===== src/rtl/voltage_converter.sv =====
// voltage_converter: offset-corrects ADC samples against the calibrated 0 V code,
// averages 2^AVG_LOG2 of them, scales to signed millivolts (saturating at 9999)
// and converts the magnitude to 4-digit BCD with a sequential double-dabble.
module voltage_converter #(
  parameter int unsigned WIDTH       = 8,
  parameter int unsigned AVG_LOG2    = 4,
  parameter int unsigned SCALE_NUM   = 10000,
  parameter int unsigned SCALE_SHIFT = 8
) (
  input  logic             clk,
  input  logic             rst,
  input  logic [WIDTH-1:0] ad_data,
  input  logic             sample_en,
  input  logic             voc_finish,
  input  logic [WIDTH-1:0] voc_data,
  output logic             busy,
  output logic             volt_valid,
  output logic             volt_sign,
  output logic [13:0]      volt_mv,
  output logic [15:0]      volt_bcd
);

  localparam int unsigned SUM_W  = WIDTH + 1 + AVG_LOG2;
  localparam int unsigned MAG_W  = WIDTH + AVG_LOG2;
  localparam int unsigned PROD_W = MAG_W + 15;
  localparam int unsigned RSH    = AVG_LOG2 + SCALE_SHIFT;
  localparam int unsigned MV_W   = 14;
  localparam int unsigned BCD_W  = 16;
  localparam int unsigned SR_W   = BCD_W + MV_W;
  localparam int unsigned CNT_W  = AVG_LOG2;
  localparam int unsigned SH_W   = 4;
  localparam int unsigned MV_MAX = 9999;

  typedef enum logic [2:0] {IDLE, ACC, MUL, BCD, DONE} state_t;

  state_t                   state_q, state_d;
  logic signed [SUM_W-1:0]  sum_q, sum_d;
  logic [CNT_W-1:0]         cnt_q, cnt_d;
  logic [SH_W-1:0]          sh_q, sh_d;
  logic [SR_W-1:0]          sr_q, sr_d;
  logic [MV_W-1:0]          mv_q, mv_d;
  logic                     sign_q, sign_d;
  logic                     busy_d, valid_d, vsign_d;
  logic [MV_W-1:0]          vmv_d;
  logic [BCD_W-1:0]         vbcd_d;

  logic signed [WIDTH:0]    diff_c;
  logic [MAG_W-1:0]         mag_c;
  logic [PROD_W-1:0]        prod_c;
  logic [PROD_W-1:0]        mv_full_c;
  logic [MV_W-1:0]          mv_sat_c;
  logic [SR_W-1:0]          sr_adj_c;
  logic                     accept_c;

  // Offset correction, magnitude, rounded scaling and saturation
  always_comb begin
    diff_c    = $signed({1'b0, ad_data}) - $signed({1'b0, voc_data});
    mag_c     = sum_q[SUM_W-1] ? MAG_W'(-sum_q) : MAG_W'(sum_q);
    prod_c    = PROD_W'(mag_c) * PROD_W'(SCALE_NUM) + (PROD_W'(1) << (RSH - 1));
    mv_full_c = prod_c >> RSH;
    mv_sat_c  = (mv_full_c > PROD_W'(MV_MAX)) ? MV_W'(MV_MAX) : MV_W'(mv_full_c);
    // Samples arriving during the result pulse cycle are still dropped
    accept_c  = (state_q == ACC) && sample_en && !busy;
  end

  // Double-dabble correction: add 3 to every BCD digit that is 5 or more
  always_comb begin
    sr_adj_c = sr_q;
    for (int d = 0; d < 4; d++) begin
      if (sr_q[MV_W + 4*d +: 4] >= 4'd5) begin
        sr_adj_c[MV_W + 4*d +: 4] = sr_q[MV_W + 4*d +: 4] + 4'd3;
      end
    end
  end

  // Next-state and next-output logic
  always_comb begin
    state_d = state_q;
    sum_d   = sum_q;
    cnt_d   = cnt_q;
    sh_d    = sh_q;
    sr_d    = sr_q;
    mv_d    = mv_q;
    sign_d  = sign_q;
    valid_d = 1'b0;
    vsign_d = volt_sign;
    vmv_d   = volt_mv;
    vbcd_d  = volt_bcd;
    busy_d  = 1'b0;

    if (!voc_finish) begin
      state_d = IDLE;
      sum_d   = '0;
      cnt_d   = '0;
    end else begin
      case (state_q)
        IDLE: begin
          sum_d   = '0;
          cnt_d   = '0;
          state_d = ACC;
        end
        ACC: begin
          if (accept_c) begin
            sum_d = sum_q + {{(SUM_W-WIDTH-1){diff_c[WIDTH]}}, diff_c};
            cnt_d = cnt_q + CNT_W'(1);
            if (&cnt_q) begin
              state_d = MUL;
            end
          end
        end
        MUL: begin
          mv_d    = mv_sat_c;
          sign_d  = sum_q[SUM_W-1] && (mv_sat_c != '0);
          sr_d    = {{BCD_W{1'b0}}, mv_sat_c};
          sh_d    = '0;
          state_d = BCD;
        end
        BCD: begin
          sr_d = sr_adj_c << 1;
          sh_d = sh_q + SH_W'(1);
          if (sh_q == SH_W'(MV_W - 1)) begin
            state_d = DONE;
          end
        end
        DONE: begin
          vsign_d = sign_q;
          vmv_d   = mv_q;
          vbcd_d  = sr_q[SR_W-1 -: BCD_W];
          valid_d = 1'b1;
          sum_d   = '0;
          cnt_d   = '0;
          state_d = ACC;
        end
        default: state_d = IDLE;
      endcase
    end

    // busy also covers the result-pulse cycle so that cycle drops samples
    busy_d = (state_d == MUL) || (state_d == BCD) || (state_d == DONE) ||
             ((state_q == DONE) && (state_d == ACC));
  end

  // State, datapath and output registers
  always_ff @(posedge clk or posedge rst) begin
    if (rst) begin
      state_q    <= IDLE;
      sum_q      <= '0;
      cnt_q      <= '0;
      sh_q       <= '0;
      sr_q       <= '0;
      mv_q       <= '0;
      sign_q     <= 1'b0;
      busy       <= 1'b0;
      volt_valid <= 1'b0;
      volt_sign  <= 1'b0;
      volt_mv    <= '0;
      volt_bcd   <= '0;
    end else begin
      state_q    <= state_d;
      sum_q      <= sum_d;
      cnt_q      <= cnt_d;
      sh_q       <= sh_d;
      sr_q       <= sr_d;
      mv_q       <= mv_d;
      sign_q     <= sign_d;
      busy       <= busy_d;
      volt_valid <= valid_d;
      volt_sign  <= vsign_d;
      volt_mv    <= vmv_d;
      volt_bcd   <= vbcd_d;
    end
  end

endmodule


===== config.mk =====
export PLATFORM = sky130hd
export DESIGN_NAME = voltage_converter
export DESIGN_NICKNAME = d
export VERILOG_FILES = /design/src/rtl/voltage_converter.sv
export SDC_FILE = /design/constraint.sdc
export NUM_CORES = 1
export LEC_CHECK = 0
export BUFFER_PORTS_ARGS = -buffer_cell sky130_fd_sc_hd__buf_2
export CORE_AREA = 3 3 125 127
export DETAILED_ROUTE_END_ITERATION = 10
export DIE_AREA = 0 0 128 130
export PLACE_DENSITY = 0.74
export RECOVER_POWER = 50
export SYNTH_ARGS = -nofsm -noshare
export SYNTH_HDL_FRONTEND = slang
export SYNTH_SLANG_ARGS = --single-unit

===== constraint.sdc =====
create_clock -name clk -period 11.24 [get_ports clk]
set_clock_uncertainty 0.1 [all_clocks]
set_input_delay 1.686 -clock clk [delete_from_list [all_inputs] [get_ports clk]]
set_output_delay 1.686 -clock clk [all_outputs]
set_load 0.05 [all_outputs]

# == After elaboration in Yosys (flattened, before gate mapping) ==
# Cells that the tools add are included.
# word_totals
latchBits,0
memories,0
output_inout_bits,33
mem_bits_rw,0
input_bits,20
mem_bits_ro,0
regBits,102
word_cells,77
# op_classes
shifts,0
n_reduce_logical,17
bitwise,0
addsub,10
n_lt_le_gt_ge,5
n_eq_ne,11
mul,1
div_mod_pow,0
mux,21
# ops
operator,n
$pmux 30 s2,1
$add 26x12->27 const B,1
$mux 13,2
$pmux 13 s2,1
$mul 12x10->22 const B,1
$mux 4,5
$ge 4x3->1 const B,4
$pmux 4 s2,2
$gt 15x14->1 const B,1
$mux 3,5
$mux 14,1
$reduce_bool 14->1,1
$add 13x13->13,1
$add 4x2->4 const B,3
$eq 3x2->1 const B,4
$mux 12,1
$neg 12->12,1
$pmux 3 s4,1
$sub 8x8->9,1
$add 4x1->4 const B,2
$reduce_and 2->1,4
$eq 3x1->1 const B,2
$eq 3x3->1 const B,2
$eq 4x4->1 const B,1
other kinds (11),17

# == Longest topological paths before layout ==
# Gate-level depths: netlist of the first run.
# depth
word_depth,10
mapped_depth,30
ltp_nobuf,27

# == Worst setup path after synthesis of the first run ==
# OpenSTA, ideal clock, no wires.
# synth_timing
path_kind,reg2reg
from,reg sum_q[0]
to,reg sr_q[10]
synth_period_minus_slack_ns,7.422
path_stages_with_launch,29
t_arrival_ns,7.199
slack_ns,3.818
setup_ns,0.123
n_path_buf,1
required_ns,11.017
cell_sequence,dfrtp_1 -> inv_1 -> ha_1 -> nand2_1 -> or4_1 -> o21ai_0 -> xnor2_1 -> inv_1 -> fa_1 -> inv_1 -> ha_1 -> inv_1 -> fa_1 -> inv_1 -> ha_1 -> ha_1 -> ha_1 -> a21oi_1 -> o21ai_0 -> a2111oi_4 -> nor3b_1 -> or4_1 -> buf_2 -> or3_4 -> or4_1 -> a21o_1 -> a21oi_4 -> o21ai_2 -> o221a_2
# synth_between
elab_chain_len,7
# synth_lines
element,line,source
from (decl),37,"logic signed [SUM_W-1:0] sum_q, sum_d;"
from (signal assigned),160,sum_q <= sum_d;
$neg 12->12,58,mag_c = sum_q[SUM_W-1] ? MAG_W'(-sum_q) : MAG_W'(sum_q);
$mux 12 (*),58,
$mul 12x10->22 (*),59,prod_c = PROD_W'(mag_c) * PROD_W'(SCALE_NUM) + (PROD_W'(1) << (RSH - 1));
$add 26x12->27 (*),59,
$gt 15x14->1,61,mv_sat_c = (mv_full_c > PROD_W'(MV_MAX)) ? MV_W'(MV_MAX) : MV_W'(mv_full_c);
$mux 14 (*),61,
$pmux 30 s2 (*),96,case (state_q)
to (signal assigned),163,sr_q <= sr_d;
to (decl),40,"logic [SR_W-1:0] sr_q, sr_d;"
# Every way passes the cells marked *; elsewhere a longest branch is shown, timed or not.
# A chain may end at the register's enable or synchronous reset.

# == Worst setup path after layout of the first run ==
# layout_timing
from,reg sum_q[4]
to,reg mv_q[0]
# layout_between
elab_chain_len,6
# layout_lines
element,line,source
$neg 12->12,58,
$mux 12 (*),58,
$mul 12x10->22 (*),59,
$add 26x12->27 (*),59,
$gt 15x14->1,61,
$mux 14 (*),61,
to (signal assigned),164,mv_q <= mv_d;
to (decl),41,"logic [MV_W-1:0] mv_q, mv_d;"
# Marked as above.

==> summary.txt, run 1 <==
GRT
  – Maximum number of pins on one net before global-route repair: 58
  – Met3 Use GR: 3.807%
  – Initial antenna violation count: 0
  – Total gr overflow: 0
  – First-pass GRT wire length: 29870 µm
  – Most crowded layer after global routing: met2
  – Met2 Use GR: 35.55%
  – GR Layer Usage met1: 29.71%
  – Total Routing Usage GR: 21.71%
  – Vias in the first global route: 6167

Logic synthesis
  – Mapped Cells: 907
  – Post-synth EDFFs: 0
  – Area of the mapped netlist: 0.008157 mm²
  – Synth cell types: 68
  – Sequential-to-total area share from yosys stat: 31.29%
  – Synth top area share: 31.29%
  – Predominant post-synthesis flop cell: dfrtp_1
  – Most common cell in the synthesized netlist: dfrtp_1
  – Average size of a mapped cell: 8.993 µm²
  – Synth top area cells: dfrtp_1, ha_1, fa_1
  – Biggest area consumer among synthesized cells: dfrtp_1
  – Syn_nets: 1040
  – Async set-or-reset flop fraction in the synthesized netlist: 100.0%
  – Ys Warns: 0
  – Synthesized flop and latch total: 102
  – Synth top cells by count: dfrtp_1, inv_1, ha_1

Clocking
  – Resized cells post-CTS: 0
  – Number of buffers created by CTS: 9
  – # hold bufs at CTS: 0
  – CTS Buffer Depth: 2
  – Worst skew pair latency: 0.36 ns
  – Htree depth: 3
  – CTS tree: yes
  – CTS root buf: clkbuf_16
  – Worst-path clk slew: 0.09 ns
  – Clk sinks: 102
  – Setup bufs post-CTS: 0

Detailed routing
  – Drt pass-1 iters: 7
  – Drt drc: 0
  – Routed Antenna Nets: 0
  – Post-Route WL: 17560 µm
  – Starting DRT DRC Count: 536
  – Vias per std cell: 5.814
  – DR WL/cell: 15.51 µm
  – Routed vias: 6581

Finish
  – Nets: 1076
  – Fin area: 0.008833 mm²
  – Share of layout cells above drive strength 1: 9.072%
  – Filler Cell Count: 1328
  – Post-layout util: 60.78%
  – Ant. Diodes: 0
  – Syn-to-layout area delta: 8.299%

STA
  – Max Slew Vio Count: 105
  – Hold Vio Cnt, Final: 0
  – Slew headroom: -96.54%
  – Tightest Pin Transition: 2.948 ns
  – TNS Setup: 0 ns
  – Final min period: 8.190 ns
  – Unrepaired setup endpoints after global routing: false
  – Setup Viol. Count Final: 0
  – F_max: 122.1 MHz
  – Period Utilization, post-route: 72.86%

Worst setup path
  – Critical path type: reg -> reg
  – Crit Path Max Fanout: 8
  – CP max stage delay: 0.66 ns
  – Worst reg2reg path depth: 25
  – Crit-path slowest cell: or4_1
  – Crit. End Element: flop
  – Reg2reg setup slack: 3.05 ns
  – Crit path DAT: 8.32 ns
  – Worst r2r dst: mv_q[0]$_DFFE_PP0P_
  – CP Data Required Time: 11.38 ns
  – Startpoint Class: flop
  – Worst reg2reg startpoint: sum_q[4]$_DFFE_PP0P_

Placed design
  – Port bufs: 52
  – Gpl congestion: 0.9633
  – Placed inst area: 0.008568 mm²
  – Dpl hpwl: 13430 µm

Pwr
  – VDD IR max: 0.07691 mV
  – Cell Pwr Density: 105.1 mW/mm²
  – Final Power: 0.0009285 W
  – P_leak: 4.464 nW

Job
  – Max_cap viols: 2

Worst hold path
  – Worst Hold End: mv_q[12]$_DFFE_PP0P_
  – Worst hold start: mv_q[12]$_DFFE_PP0P_
  – Hold WC Path Type: reg -> reg
  – WHS Path Cells: 2

Floorplanning
  – Die H: 130 µm
  – Initial Utilization: 56.12%
  – Die W: 128 µm
  – Rows: 44
  – Die Area: 0.01664 mm²
  – CORE AREA: 0.01453 mm²
  – Io pins: 53

Run status
  – Failing checks: max-capacitance violations, max-slew violations
  – Status: complete, but fails checks
==> worst max-delay path, delay by kind of cell (launching register included) <==
| family | cells | cell delay (ns) |
|---|---|---|
| simple gates | 7 | 2.43 |
| fa+ha+maj | 6 | 2.34 |
| compound gates | 7 | 2.14 |
| flops | 1 | 0.46 |
| buf+inv | 4 | 0.32 |
| xor+xnor | 1 | 0.25 |
==> per-stage QoR <==
stage                     instances  hold slack (ns)  setup slack, ns
after floorplan                 907           0.3331            3.818
after global placement         1116           0.3504            3.433
after detailed placement       1116           0.3645            3.148
after CTS                      1132           0.3806            3.079
after global routing           1132           0.4107            2.537
final                          1132           0.3821            3.050
==> metal layers <==
layer,up-vias,share of wire (%)
li1,3252,-
met1,3144,47
met2,163,48
met3,22,4.1
met4,0,1.6
met5,-,0
==> worst max path at each step <==
stage,end,from,depth (start not counted)
after global routing,sr_q[10]$_DFFE_PP0P_,sum_q[4]$_DFFE_PP0P_,25
after floorplan,sr_q[10]$_DFFE_PP0P_,sum_q[0]$_DFFE_PP0P_,28
after CTS,mv_q[0]$_DFFE_PP0P_,sum_q[4]$_DFFE_PP0P_,25
after global placement,sr_q[10]$_DFFE_PP0P_,sum_q[0]$_DFFE_PP0P_,27
final,mv_q[0]$_DFFE_PP0P_,sum_q[4]$_DFFE_PP0P_,25
after detailed placement,sr_q[1]$_DFFE_PP0P_,sum_q[4]$_DFFE_PP0P_,25
==> layout by cell type, fill, tap and decap left out, types with 8 or more instances in the layout <==
master	n
o22ai_1	8
xor2_1	16
nand3b_1	10
nor2_1	54
and3_1	8
mux2_2	32
inv_1	98
nand4_1	9
clkbuf_1	38
nand3_1	17
a211oi_1	9
a21o_1	13
ha_1	90
buf_2	17
nand2b_1	10
or3_1	10
o21ai_0	59
nand2_1	77
dfrtp_1	102
a21oi_1	63
xnor2_1	38
nor3_1	18
fa_1	23
clkbuf_16	9
==> area by class of cell <==
| type | count | area (µm²) | share of cell area, % |
|---|---|---|---|
| clock buffers | 9 | 225.2 | 2.550 |
| clock inverters | 7 | 96.34 | 1.091 |
| well taps | 184 | 230.2 | 2.606 |
| multi-input cells | 671 | 5092 | 57.65 |
| flip-flops and latches | 102 | 2552 | 28.90 |
| inverters | 100 | 379.1 | 4.292 |
| repair buffers | 59 | 257.7 | 2.918 |
==> power breakdown <==
| part | internal, W | leakage [nW] | switching (W) |
|---|---|---|---|
| combinational | 0.0000885 | 2.93 | 0.000142 |
| clock | 0.000162 | 0.155 | 0.000164 |
| sequential | 0.000369 | 1.37 | 0.00000382 |
==> state kept, by name (all words and copies together), names as in the netlist <==
register,cells
mv_q,14
sr_q,30
state_q,3
volt_bcd,16
cnt_q,4
volt_valid,1
sum_q,13
sign_q,1
volt_mv,14
volt_sign,1
busy,1
sh_q,4
==> cells by family (layout without fill, tap and decap cells) <==
| group | Yosys count | in the layout | share of synthesized area (%) |
|---|---|---|---|
| buf+inv | 134 | 175 | 6.335 |
| compound gates | 209 | 209 | 16.08 |
| xor+xnor | 54 | 54 | 5.798 |
| mux | 35 | 35 | 4.786 |
| fa+ha+maj | 113 | 113 | 19.45 |
| flops | 102 | 102 | 31.29 |
| simple gates | 260 | 260 | 16.26 |
Note: power is estimated with default switching activity, not from simulation.
==> run 2, diff against run 1 <==
- ABC_AREA: unset -> 1
- CORE_AREA: 3 3 125 127 -> 3 3 124 126
- DIE_AREA: 0 0 128 130 -> 0 0 127 129
- PLACE_DENSITY: 0.74 -> 0.73
- clock period: 11.24 -> 7.63 ns (I/O delays scaled with it)
==> run 2 against run 1 <==
Against the previous run: the flow still finishes with violations (max-capacitance violations, max-slew violations); combinational power is 36% higher; critical path depth is 6 higher; sequential cell count stayed put; clock power is 37% higher; utilization is 0.72 points lower; critical path type unchanged; die area is 1.5% lower.
==> summary.txt, run 2 <==
Worst setup path
  – Crit Path Max Fanout: 7
  – Startpoint Class: flop
  – Critical path's top delay family: adder cells
  – Reg2reg setup slack: 1.10 ns
  – Worst r2r dst: mv_q[10]$_DFFE_PP0P_
  – Crit path DAT: 6.65 ns
  – Worst reg2reg path depth: 31
  – Beginning of the critical path: sum_q[0]$_DFFE_PP0P_
  – Crit-path slowest cell: fa_1
  – Crit path buffers/inverters: 5
  – CP Data Required Time: 7.75 ns
  – Worst path most repeated cell: inv_1
  – CP Depth: 31
  – Critical path type: reg -> reg
  – CP max stage delay: 0.57 ns
  – Crit. End Element: flop
  – Worst reg2reg startpoint: sum_q[0]$_DFFE_PP0P_

Detailed routing
  – Vias per std cell: 5.166
  – Drt pass-1 iters: 4
  – Routed vias: 6442
  – Starting DRT DRC Count: 317
  – Top sig layer: met4
  – DR WL/cell: 12.37 µm
  – Post-Route WL: 15430 µm
  – Routed Antenna Nets: 0
  – Routed wire length on met3: 512 µm
  – Drt drc: 0
  – Met2 wire len: 7146 µm
  – Met1 WL: 7610 µm

GRT
  – Vias in the first global route: 6081
  – Total gr overflow: 0
  – Total Routing Usage GR: 19.69%
  – First-pass GRT wire length: 27030 µm
  – Maximum number of pins on one net before global-route repair: 87
  – Initial antenna violation count: 0

Placed design
  – Inst Count DP: 1231
  – Dpl hpwl: 12130 µm
  – Gpl congestion: 0.8470
  – Port bufs: 52

Clocking
  – Worst-path clk slew: 0.07 ns
  – # hold bufs at CTS: 0
  – Number of buffers created by CTS: 9
  – Setup bufs post-CTS: 0
  – Worst skew pair latency: 0.35 ns
  – CTS tree: yes
  – Clk sinks: 102
  – Htree depth: 3
  – CTS root buf: clkbuf_16
  – Resized cells post-CTS: 0
  – CTS Buffer Depth: 2

Pwr
  – Part of the power in registers: 45.1%
  – Part of the power in the clock network: 32.3%
  – VDD IR max: 0.1115 mV
  – Comb power frac: 22.7%
  – Sw Share: 31.73%
  – P_leak: 4.680 nW
  – Pint: 0.0009420 W
  – Cell Pwr Density: 159.3 mW/mm²
  – Psw: 0.0004377 W
  – Final Power: 0.001380 W

Job
  – Max_cap viols: 1

Finish
  – Ant. Diodes: 0
  – Filler Cell Count: 1326
  – Nets: 1191
  – Max reg flops: 30
  – Share of layout cells above drive strength 1: 9.407%
  – Commonest non-fill, non-tap cell in the layout: nand2_1
  – Syn-to-layout area delta: 9.005%
  – Most frequent cells in the layout: nand2_1, inv_1, dfrtp_1
  – Registers with the most flip-flops: sr_q x30, volt_bcd x16
  – Most flop-heavy register: sr_q
  – Cell Count, Final, Fillers Out: 1247

Floorplanning
  – CORE AREA: 0.01442 mm²
  – Die Area: 0.01638 mm²
  – Io pins: 53
  – Die W: 127 µm
  – Die H: 129 µm
  – Initial Utilization: 55.10%
  – Rows: 44

STA
  – Unrepaired setup endpoints after global routing: false
  – Final min period: 6.526 ns
  – Hold Vio Cnt, Final: 0
  – Hold_ws: 0.3814 ns
  – Setup Viol. Count Final: 0
  – Slew headroom: -195.0%
  – Period Utilization, post-route: 85.53%
  – TNS Setup: 0 ns
  – F_max: 153.2 MHz
  – Max Slew Vio Count: 87
  – Tightest Pin Transition: 4.425 ns

Worst hold path
  – Worst hold start: volt_mv[0]$_DFFE_PP0P_
  – WHS Path Cells: 2
  – Worst Hold End: volt_mv[0]$_DFFE_PP0P_
  – Hold WC Path Type: reg -> reg

Run status
  – Status: complete, but fails checks
  – Failing checks: max-capacitance violations, max-slew violations

Logic synthesis
  – Average size of a mapped cell: 7.916 µm²
  – Synth cell types: 46
  – Area of the mapped netlist: 0.007948 mm²
  – Synth top area share: 32.12%
  – Post-synth EDFFs: 0
  – Most common cell in the synthesized netlist: nand2_1
  – Sequential-to-total area share from yosys stat: 32.12%
  – Async set-or-reset flop fraction in the synthesized netlist: 100.0%
  – Mapped Cells: 1004
  – Biggest area consumer among synthesized cells: dfrtp_1
  – Syn_nets: 1137
  – Synth top cells by count: nand2_1, inv_1, dfrtp_1
  – Ys Warns: 0
  – Predominant post-synthesis flop cell: dfrtp_1
  – Synth top area cells: dfrtp_1, ha_1, nand2_1
  – Synthesized flop and latch total: 102
-- run 2: cell count changes in the layout (fill, tap and decap cells not counted), sizes merged, moves of 30 or more --
cell / change
inv: +96
mux2: -32
nand2: +147
nand3: +40
o21ai: +30
xnor2: -31
-- run 2: area by class of cell --
cell class / count / area [µm²] / area share [%]
multi-input cells: 694 / 4612 / 53.24
repair buffers: 56 / 245.2 / 2.831
flip-flops and latches: 102 / 2552 / 29.46
well taps: 184 / 230.2 / 2.657
clock inverters: 7 / 62.56 / 0.7221
clock buffers: 9 / 225.2 / 2.600
inverters: 195 / 735.7 / 8.492
-- run 2: kinds of logic after synthesis --
kind of cell	Yosys count	share of synthesized area (%)
AOI/OAI and AO/OA	173	12.36
xor gates and xnor gates	35	4.235
adders and majority gates	113	19.96
buffers and inverters	208	9.918
DFF	102	32.12
and+or+nand+nor	373	21.41
-- run 2: power groups by stage --
stage	sequential, W	clock (W)	combinational, W
after global placement	0.000630	0	0.000310
final	0.000622	0.000445	0.000313
after global routing	0.000628	0.000477	0.000369
after CTS	0.000621	0.000454	0.000318
after detailed placement	0.000631	0	0.000315
after floorplan	0.000625	0	0.000250
-- run 2: worst min-delay path, cell delays in order (launching register included) --
cell and delay [ns]:
dfrtp_1 0.34, nand2_1 0.05, o21ai_0 0.05
-- run 2: metal layers --
metal  up-vias  track usage (%)
li1       3317                -
met1      3017            27.26
met2        94            32.53
met3        14            3.570
met4         0            4.416
met5         -                0
-- run 2: how the worst max path moves through the flow --
stage                            to
2_1_floorplan   mv_q[1]$_DFFE_PP0P_
5_1_grt        mv_q[10]$_DFFE_PP0P_
3_5_place_dp    mv_q[3]$_DFFE_PP0P_
3_3_place_gp    mv_q[1]$_DFFE_PP0P_
6_report       mv_q[10]$_DFFE_PP0P_
4_1_cts        mv_q[10]$_DFFE_PP0P_
-- run 2: stage by stage --
step	utilization, %	cell area, µm²	worst slack (ns)
finish	60.06	8663	1.104
global placement	58.39	8422	1.243
global route	60.06	8663	0.5083
detailed placement	58.39	8422	1.156
CTS	60.38	8710	1.086
floorplan	-	7948	1.849
==> run 3, diff against run 2 <==
- PLACE_DENSITY: 0.73 -> unset
- PLACE_DENSITY_LB_ADDON: unset -> 0.2
==> run 3 against run 2 <==
Against the previous run: highest routed layer unchanged; die area stayed put; critical path type unchanged; fmax is 0.12% higher; routed wire length rose by 1.2%; largest cell class unchanged; the flow still finishes with violations (max-capacitance violations, max-slew violations); sequential cell count unchanged; critical path depth rose by 2; power rose by 0.13%.
==> summary.txt, run 3 (synthesis gave the netlist of run 2 again) <==
Finish
  – Commonest non-fill, non-tap cell in the layout: nand2_1
  – Share of layout cells above drive strength 1: 9.407%
  – Most flop-heavy register: sr_q
  – Ant. Diodes: 0
  – Most frequent cells in the layout: nand2_1, inv_1, dfrtp_1
  – Registers with the most flip-flops: sr_q x30, volt_bcd x16
  – Nets: 1191
  – Syn-to-layout area delta: 9.068%
  – Max reg flops: 30
  – Filler Cell Count: 1368

Placed design
  – Port bufs: 52
  – Post-Place Setup Slack: 1.126 ns
  – Dpl hpwl: 12420 µm
  – Gpl congestion: 0.8510

STA
  – Setup WS post-layout: 1.112 ns
  – Tightest Pin Transition: 4.334 ns
  – Setup Viol. Count Final: 0
  – Slew headroom: -188.9%
  – F_max: 153.4 MHz
  – Max Slew Vio Count: 84
  – TNS Setup: 0 ns
  – Final min period: 6.518 ns
  – Hold Vio Cnt, Final: 0
  – Period Utilization, post-route: 85.43%
  – Unrepaired setup endpoints after global routing: false

Detailed routing
  – Routed Antenna Nets: 0
  – Vias per std cell: 5.107
  – Routed vias: 6369
  – Post-Route WL: 15620 µm
  – DR WL/cell: 12.53 µm
  – Starting DRT DRC Count: 327
  – Drt drc: 0
  – Drt pass-1 iters: 5

Clocking
  – CTS tree: yes
  – # hold bufs at CTS: 0
  – Number of buffers created by CTS: 9
  – Worst skew pair latency: 0.35 ns
  – Htree depth: 3
  – Resized cells post-CTS: 0
  – Setup bufs post-CTS: 0
  – Worst-path clk slew: 0.08 ns
  – CTS Buffer Depth: 2
  – Clk sinks: 102
  – CTS root buf: clkbuf_16

Job
  – Max_cap viols: 1

Worst hold path
  – Hold WC Path Type: reg -> reg
  – Worst hold start: sr_q[13]$_DFFE_PP0P_

Run status
  – Failing checks: max-capacitance violations, max-slew violations
  – Status: complete, but fails checks

Worst setup path
  – Crit path DAT: 6.65 ns
  – Beginning of the critical path: sum_q[0]$_DFFE_PP0P_
  – Worst path most repeated cell: nand2_1
  – Crit. End Element: flop
  – Worst reg2reg startpoint: sum_q[0]$_DFFE_PP0P_
  – Startpoint Class: flop
  – CP Data Required Time: 7.76 ns
  – Crit Path Max Fanout: 8
  – Critical path type: reg -> reg
  – Crit-path slowest cell: fa_1
  – CP max stage delay: 0.56 ns

Floorplanning
  – Rows: 44
  – Die H: 129 µm
  – Io pins: 53
  – Die Area: 0.01638 mm²
  – CORE AREA: 0.01442 mm²
  – Die W: 127 µm
  – Initial Utilization: 55.10%

Pwr
  – P_leak: 4.681 nW
  – VDD IR max: 0.1111 mV
  – Cell Pwr Density: 159.4 mW/mm²
  – Final Power: 0.001381 W

GRT
  – Initial antenna violation count: 0
  – Maximum number of pins on one net before global-route repair: 84
  – Total Routing Usage GR: 19.95%
  – Vias in the first global route: 6107
  – Total gr overflow: 0
  – First-pass GRT wire length: 27200 µm
[run 3: changes by cell type in the layout (fill, tap and decap cells not counted)]
cell / previous run / this run
inv_8: 2 / 1
clkinv_8: 0 / 1
[run 3: where the power goes]
group	internal, W	switching [W]	leakage, nW
sequential	0.000595	0.0000259	1.36
clock	0.000230	0.000216	0.145
combinational	0.000117	0.000197	3.18
[run 3: layout make-up]
cell class / instances / area (µm²) / area share, %
flip-flops and latches: 102 / 2552 / 29.45
well taps: 184 / 230.2 / 2.656
clock buffers: 9 / 225.2 / 2.598
multi-input cells: 694 / 4612 / 53.20
clock inverters: 7 / 67.56 / 0.7794
inverters: 195 / 735.7 / 8.487
repair buffers: 56 / 245.2 / 2.829
[run 3: final timing paths]
check,to,cells after the start,slack (ns)
min in group asynchronous,sr_q[18]$_DFFE_PP0P_,2,0.79
hold / removal,sr_q[14]$_DFFE_PP0P_,2,0.38
max in group asynchronous,sr_q[28]$_DFFE_PP0P_,3,2.09
setup / recovery,mv_q[1]$_DFFE_PP0P_,33,1.11
hold reg to reg,sr_q[14]$_DFFE_PP0P_,2,0.38
setup reg to reg,mv_q[1]$_DFFE_PP0P_,33,1.11
[run 3: worst max-delay path, delay by kind of cell (launching register included)]
kind	cells	cell delay, ns
compound gates	6	0.86
xor+xnor	2	0.51
fa+ha+maj	6	2.33
buf+inv	6	0.52
flops	1	0.46
simple gates	13	1.61
[run 3: per-stage QoR]
step	utilization (%)	hold WS [ns]	cells	instance area, µm²
5_1_grt	60.10	0.4085	1247	8668
4_1_cts	60.42	0.3850	1247	8715
3_3_place_gp	58.39	0.3601	1231	8422
3_5_place_dp	58.39	0.3674	1231	8422
2_1_floorplan	-	0.3422	1004	7948
6_report	60.10	0.3778	1247	8668
[run 3: routing by layer]
| metal | part of all wire, % | vias up | global-route usage [%] | routed length [µm] |
|---|---|---|---|---|
| li1 | - | 3330 | - | - |
| met1 | 48 | 2940 | 26.45 | 7533 |
| met2 | 47 | 82 | 34.06 | 7405 |
| met3 | 2.8 | 17 | 3.279 | 439 |
| met4 | 1.6 | 0 | 5.489 | 243 |
| met5 | 0 | - | 0 | 0 |
